===== config.mk =====
export PLATFORM = sky130hd
export DESIGN_NAME = blockram_arbiter
export DESIGN_NICKNAME = d
export VERILOG_FILES = /design/src/rtl/blockram_arbiter.sv
export SDC_FILE = /design/constraint.sdc
export NUM_CORES = 1
export LEC_CHECK = 0
export ABC_CLOCK_PERIOD_IN_PS = 1700
export BUFFER_PORTS_ARGS = -buffer_cell sky130_fd_sc_hd__buf_2
export CAP_MARGIN = 10
export CORE_ASPECT_RATIO = 0.6
export CORE_MARGIN = 3
export CORE_UTILIZATION = 29
export DETAILED_ROUTE_END_ITERATION = 10
export GPL_ROUTABILITY_DRIVEN = 0
export PLACE_DENSITY = 0.88
export SLEW_MARGIN = 20
export SYNTH_ARGS = -nofsm -noshare
export SYNTH_HDL_FRONTEND = slang
export SYNTH_SLANG_ARGS = --single-unit
export TNS_END_PERCENT = 100

===== constraint.sdc =====
create_clock -name clk -period 1.7 [get_ports clk]
set_input_delay 0.17 -clock clk [delete_from_list [all_inputs] [get_ports clk]]
set_output_delay 0.17 -clock clk [all_outputs]
set_load 0.02 [all_outputs]

===== src/rtl/blockram_arbiter.sv =====
// blockram_arbiter: shares one single-port blockram (1-cycle registered read)
// between two requesters A and B with round-robin arbitration and bounded
// burst lock-in. At most one RAM access per cycle; read data returns to the
// port that issued the read one cycle after its grant.
// Ports:
//   clk, rst                    clock, synchronous active-high reset
//   a_req/a_wen/a_addr/a_din    port A request (held stable until a_gnt)
//   a_gnt                       combinational grant for port A
//   a_rvalid/a_rdata            port A read return
//   b_*                         identical set for port B
//   ram_enb/ram_wen/ram_addr/ram_din  RAM command (zero when idle)
//   ram_dout                    RAM registered read data
module blockram_arbiter #(
  parameter int unsigned WIDTH     = 8,
  parameter int unsigned DEPTH     = 10,
  parameter int unsigned MAX_BURST = 4
) (
  input  logic             clk,
  input  logic             rst,
  input  logic             a_req,
  input  logic             a_wen,
  input  logic [DEPTH-1:0] a_addr,
  input  logic [WIDTH-1:0] a_din,
  output logic             a_gnt,
  output logic             a_rvalid,
  output logic [WIDTH-1:0] a_rdata,
  input  logic             b_req,
  input  logic             b_wen,
  input  logic [DEPTH-1:0] b_addr,
  input  logic [WIDTH-1:0] b_din,
  output logic             b_gnt,
  output logic             b_rvalid,
  output logic [WIDTH-1:0] b_rdata,
  output logic             ram_enb,
  output logic             ram_wen,
  output logic [DEPTH-1:0] ram_addr,
  output logic [WIDTH-1:0] ram_din,
  input  logic [WIDTH-1:0] ram_dout
);

  localparam int unsigned      CNT_W   = $clog2(MAX_BURST + 1);
  localparam logic [CNT_W-1:0] CNT_MAX = CNT_W'(MAX_BURST);

  // last: 0 = A, 1 = B
  logic             last_q, last_d;
  logic [CNT_W-1:0] cnt_q, cnt_d;
  logic             rd_a_q, rd_a_d;
  logic             rd_b_q, rd_b_d;
  logic             keep_last;
  logic             any_gnt;

  // Grant: a tie stays with the last port only while a burst is open and below its cap
  always_comb begin
    a_gnt     = 1'b0;
    b_gnt     = 1'b0;
    keep_last = (cnt_q != '0) && (cnt_q < CNT_MAX);
    if (!rst) begin
      if (a_req && b_req) begin
        if (keep_last ? last_q : ~last_q) b_gnt = 1'b1;
        else                              a_gnt = 1'b1;
      end else begin
        a_gnt = a_req;
        b_gnt = b_req;
      end
    end
  end

  // Next state: burst counter, last-granted port and read-return flags
  always_comb begin
    any_gnt = a_gnt | b_gnt;
    last_d  = last_q;
    cnt_d   = '0;
    if (any_gnt) begin
      last_d = b_gnt;
      if ((b_gnt == last_q) && (cnt_q != '0)) begin
        cnt_d = (cnt_q < CNT_MAX) ? cnt_q + CNT_W'(1) : CNT_MAX;
      end else begin
        cnt_d = CNT_W'(1);
      end
    end
    rd_a_d = a_gnt & ~a_wen;
    rd_b_d = b_gnt & ~b_wen;
  end

  // RAM command mux: zero when idle
  always_comb begin
    ram_enb  = a_gnt | b_gnt;
    ram_wen  = 1'b0;
    ram_addr = '0;
    ram_din  = '0;
    if (a_gnt) begin
      ram_wen  = a_wen;
      ram_addr = a_addr;
      ram_din  = a_din;
    end else if (b_gnt) begin
      ram_wen  = b_wen;
      ram_addr = b_addr;
      ram_din  = b_din;
    end
  end

  // Read return gated by reset so a read granted just before reset is dropped
  always_comb begin
    a_rvalid = rd_a_q & ~rst;
    b_rvalid = rd_b_q & ~rst;
    a_rdata  = ram_dout;
    b_rdata  = ram_dout;
  end

  always_ff @(posedge clk) begin
    if (rst) begin
      last_q <= 1'b1;
      cnt_q  <= '0;
      rd_a_q <= 1'b0;
      rd_b_q <= 1'b0;
    end else begin
      last_q <= last_d;
      cnt_q  <= cnt_d;
      rd_a_q <= rd_a_d;
      rd_b_q <= rd_b_d;
    end
  end

endmodule

### Word-level counts from Yosys, hierarchy flattened

Index checks and enable logic that the tools add are counted.

* bits of input ports: 50
* word-level logic and storage cells: 43
* bits in registers: 6
* output and inout port bits: 40

* equal/unequal tests: 1
* reduce and logical (&&, ||, !) cells: 7
* $add $sub $neg: 1
* magnitude comparators: 1
* mux-type cells: 15
* bitwise operators: 12

Operators with widths (number)
* two-way mux 10 bit: 2
* two-way mux 8 bit: 2
* two-way mux 1 bit: 10
* NOT 1 bit: 7
* AND 1 bit: 4
* OR reduction 4 bit: 1
* adder 3 x 1 -> 3 bit, second input constant: 1
* logical AND 1 bit: 3
* less-than comparator 3 bit, second input constant: 1
* two-way mux 3 bit: 1
* nonzero test 3 bit: 1
* OR reduction 3 bit: 1
* OR reduction 2 bit: 1
* equality test 1 bit: 1
* OR 1 bit: 1

### Logic depth before layout (Yosys ltp)

* depth after elaboration: 10
* depth in mapped cells: 6
* depth with buffers taken out: 5

### Worst setup path before layout

Ideal clock, no wire load.

* path type: register -> output
* start: register cnt_q[0]
* end: output port ram_addr[7]
* cell stages (with the launch flop): 7
* setup slack: -0.285 ns
* arrival: 1.815 ns
* buffers on the path: 1
* data required time: 1.530 ns
* cells stage by stage: dfxtp_1 > inv_1 > ha_1 > or3_4 > a311oi_4 > buf_6 > a22o_1

* elaborated cells between the ends (all ways): 12
* classes of those cells: order compare (1); mux (9); reduce/logical (2)

RTL lines
* start, declared: line 46 `logic [CNT_W-1:0] cnt_q, cnt_d;`
* start signal, assigned: line 118 `cnt_q <= cnt_d;`
* less-than comparator 3 bit / nonzero test 3 bit (equally long branches): line 56 `keep_last = (cnt_q != '0) && (cnt_q < CNT_MAX);`
* logical AND 1 bit *: line 56
* two-way mux 1 bit * (2 in a row): line 59 `if (keep_last ? last_q : ~last_q) b_gnt = 1'b1;`
* two-way mux 1 bit *: line 58 `if (a_req && b_req) begin`
* two-way mux 1 bit *: line 57 `if (!rst) begin`
* net a_gnt: line 24 `output logic a_gnt,`
* two-way mux 10 bit *: line 91 `if (a_gnt) begin`
* end, declared: line 36 `output logic [DEPTH-1:0] ram_addr,`

Mark *: on every way through the listed nets, which the timed path passes. The rest lies on a longest branch.

### Worst setup path in the final report

* start: register cnt_q[0]
* end: output port ram_addr[6]

* word-level cells in the longest chain between the ends: 8
* elaborated cells between the ends (all ways): 12
* classes of those cells: order compare (1); mux (9); reduce/logical (2)

RTL lines
* less-than comparator 3 bit / nonzero test 3 bit (equally long branches): line 56
* logical AND 1 bit *: line 56
* two-way mux 1 bit *: line 59
* two-way mux 1 bit: line 59
* two-way mux 1 bit: line 58
* two-way mux 1 bit: line 57
* two-way mux 10 bit: line 95 `end else if (b_gnt) begin`
* two-way mux 10 bit *: line 91

Mark *: on every way between the ends. The rest lies on a longest branch, timed or not.

==> impl_metrics.tcl <==
set metrics [dict create \
    detailroute.via_count 887 \
    maxCapViolations 0 \
    result_of_the_run "finished, violations left" \
    die_area_sq_um 3110 \
    drc 0 \
    io-pin-count 90 \
    cts.sink_count 6 \
    drtAntennaViolNets 0 \
    grt_first_pass_wirelength_um 4390 \
    drt-total-wl_um 3020 \
    synth_xor_xnor_area_share 0 \
    sw_frac_of_total 0.328 \
    final_setup_slack_of_the_worst_path_ps -437 \
    yosys.area_share.simple 0.153 \
    coreArea_sq_um 2240 \
    grt_util_all_layers 0.182 \
    die_h_um 44.4 \
    grt_setup_unrepaired "true" \
    synthesized_area_fraction_occupied_by_ao_oa_aoi_and_oai_cells 0.358 \
    synthTopCellsByArea "a22o_1, dfxtp_1, buf_4" \
    tritoncts.num_buffers 3 \
    synth_cells 82 \
    hold_path_class "in2reg" \
    antenna-diode-count 0 \
    finalCriticalPeriod_ps 2140 \
    utilization 0.682 \
    worst-endpoint-required_ps 1530 \
    area_delta_synth_final_pct 115 \
    report.final.slew_viol_count 0 \
    synth_seq_area_share 0.168 \
    combinational_share_of_power 0.555 \
    synth.yosys.warnings 0 \
    routed_wire_length_per_instance_um 17.0 \
    total_half_perimeter_wirelength_after_legalization_and_detailed_placement_um 2010 \
    synth_cell_types 26 \
    worst_ir_drop_vdd_uv 393 \
    synth_top_family_by_area "compound AO/OA/AOI/OAI gates" \
    clock-root-buffer "clkbuf_8" \
    postSynthRegisterBits 6 \
    synth_fa_ha_area_frac 0.0351 \
    std_cell_rows 13 \
    start_util 0.318 \
    worstMarginPinSlew_ps 380 \
    final_hold_violations 0 \
    post_synthesis_async_set_or_reset_flop_share 0 \
    cts_tree "built" \
    die_width_um 70.0 \
    synth_edf_count 0 \
    synth_largest_type_area_fraction 0.233 \
    htree_levels 1 \
    end_kind "output port" \
    cts-root-to-sink-buffers 2 \
    syn_avg_cell_area_sq_um 8.70 \
    mostFrequentLayoutCell "buf_2" \
    mostFrequentLayoutCells "buf_2, buf_6, a22o_4, buf_4" \
    grt_start_max_net_pins 20 \
    synth_top_flop_cell "dfxtp_1" \
    crit_type "reg2out" \
    max-slew-margin-rel 0.747 \
    avgViaCountPerCell 5.01 \
    grt_overflow_total 0 \
    layout-drive-gt1-share 0.782 \
    detailedRoute.firstPassIterationCount 4 \
    fillerInstances 168 \
    netlist.top_cell.by_area "a22o_1" \
    powerDensity_nw_per_um2 553 \
    fmax_mhz 468 \
    drt_first_iter_violations 28 \
    syn_nets 134 \
    first_global_vias 916 \
    power_frac_clock 0.257 \
    setup_tns_final_ps -8560 \
    synth.mux.area_fraction 0.0281 \
    netlist_area_sq_um 713 \
    worstPathMaxFanout 5 \
    detailedPlace.worstSlack_ps -211 \
    clock_insertion_delay_worst_skew_ps 230 \
    worst_ep_arrival_time_ps 1970 \
    static-leakage-power_nw 0.765 \
    share_seq_of_total_power 0.188 \
    finish.net_count 201 \
    failing_checks "negative setup slack" \
    path_clk_slew_ps 40 \
    setup_viol 21 \
    port_buffers 65 \
    crit_path_launch_type "flip-flop" \
    internal-power_mw 0.569 \
    fin_worst_skew_ps 6.94 \
    layout_worst_path_cycle_share 1.26 \
    switchingPower_mw 0.278 \
    grt_antenna_before_repair 0 \
]
## synth_stat cells (2+ instances only)
| cell | number |
|---|---|
| buf_6 | 3 |
| inv_1 | 4 |
| nor4b_1 | 2 |
| nor2b_1 | 4 |
| buf_4 | 16 |
| a22o_1 | 19 |
| buf_2 | 3 |
| nand2b_1 | 2 |
| ha_1 | 2 |
| mux2i_1 | 2 |
| nor2_1 | 4 |
| nor3_1 | 2 |
| dfxtp_1 | 6 |
## flip-flops by register name, summed over array words and instances (netlist names)
register  count
cnt_q         3
rd_b_q        1
last_q        1
rd_a_q        1
## final timing paths
check | from | to | slack [ps] | cells past startpoint
max | cnt_q[0]$_SDFF_PP0_ | ram_addr[6] | -440 | 8
max reg2reg | cnt_q[0]$_SDFF_PP0_ | rd_a_q$_SDFF_PP0_ | 50 | 7
min reg2reg | cnt_q[1]$_SDFF_PP0_ | cnt_q[2]$_SDFF_PP0_ | 660 | 3
min | b_wen | rd_b_q$_SDFF_PP0_ | 130 | 2
## power groups by stage
| stage | Combinational, mW | Clock (mW) | Sequential (mW) |
|---|---|---|---|
| 3_3_place_gp | 0.337 | 0 | 0.158 |
| 2_1_floorplan | 0.270 | 0 | 0.155 |
| 6_report | 0.470 | 0.217 | 0.159 |
| 3_5_place_dp | 0.346 | 0 | 0.159 |
| 4_1_cts | 0.448 | 0.219 | 0.159 |
| 5_1_grt | 0.495 | 0.232 | 0.161 |
## cells by family after synthesis
family,after synthesis
simple gates,18
mux,2
flops,6
buf+inv,26
compound gates,28
fa+ha+maj,2
## worst max-delay path: stages (launching register included)
cell and delay, ps:
dfxtp_2 330, inv_2 50, ha_4 160, or3_4 380, a311oi_4 280, buf_6 190
buf_16 120, a22o_4 110, buf_6 110
## routing by layer
| layer | GRT usage | vias up | part of all wire |
|---|---|---|---|
| met5 | 0 | - | 0 |
| met1 | 0.211 | 411 | 0.38 |
| met3 | 0.0612 | 10 | 0.067 |
| met2 | 0.330 | 39 | 0.53 |
| li1 | - | 427 | - |
| met4 | 0.0496 | 0 | 0.019 |
## stage by stage
stage | power, mW | hold slack, ps | cells | area, sq um
after floorplan | 0.425 | 249 | 82 | 893
after global placement | 0.495 | 340 | 165 | 1190
after detailed placement | 0.505 | 340 | 165 | 1190
after CTS | 0.825 | 129 | 175 | 1480
after global routing | 0.888 | 130 | 177 | 1530
final | 0.847 | 129 | 177 | 1530
## layout make-up
class,count,area (sq um),share of cell area
multi-input cells,50,613,0.401
repair buffers,84,701,0.458
clock buffers,3,41.3,0.0270
inverters,4,15.0,0.00981
well taps,30,37.5,0.0245
flip-flops and latches,6,123,0.0801
## repair_timing
action	4_1_cts	5_1_grt
pin swaps	1	0
setup endpoints to repair	21	21
hold buffers	0	0
resized for setup	50	4
cloned	2	1
buffers inserted	5	1
No activity file was read; power rests on OpenSTA's default activity.
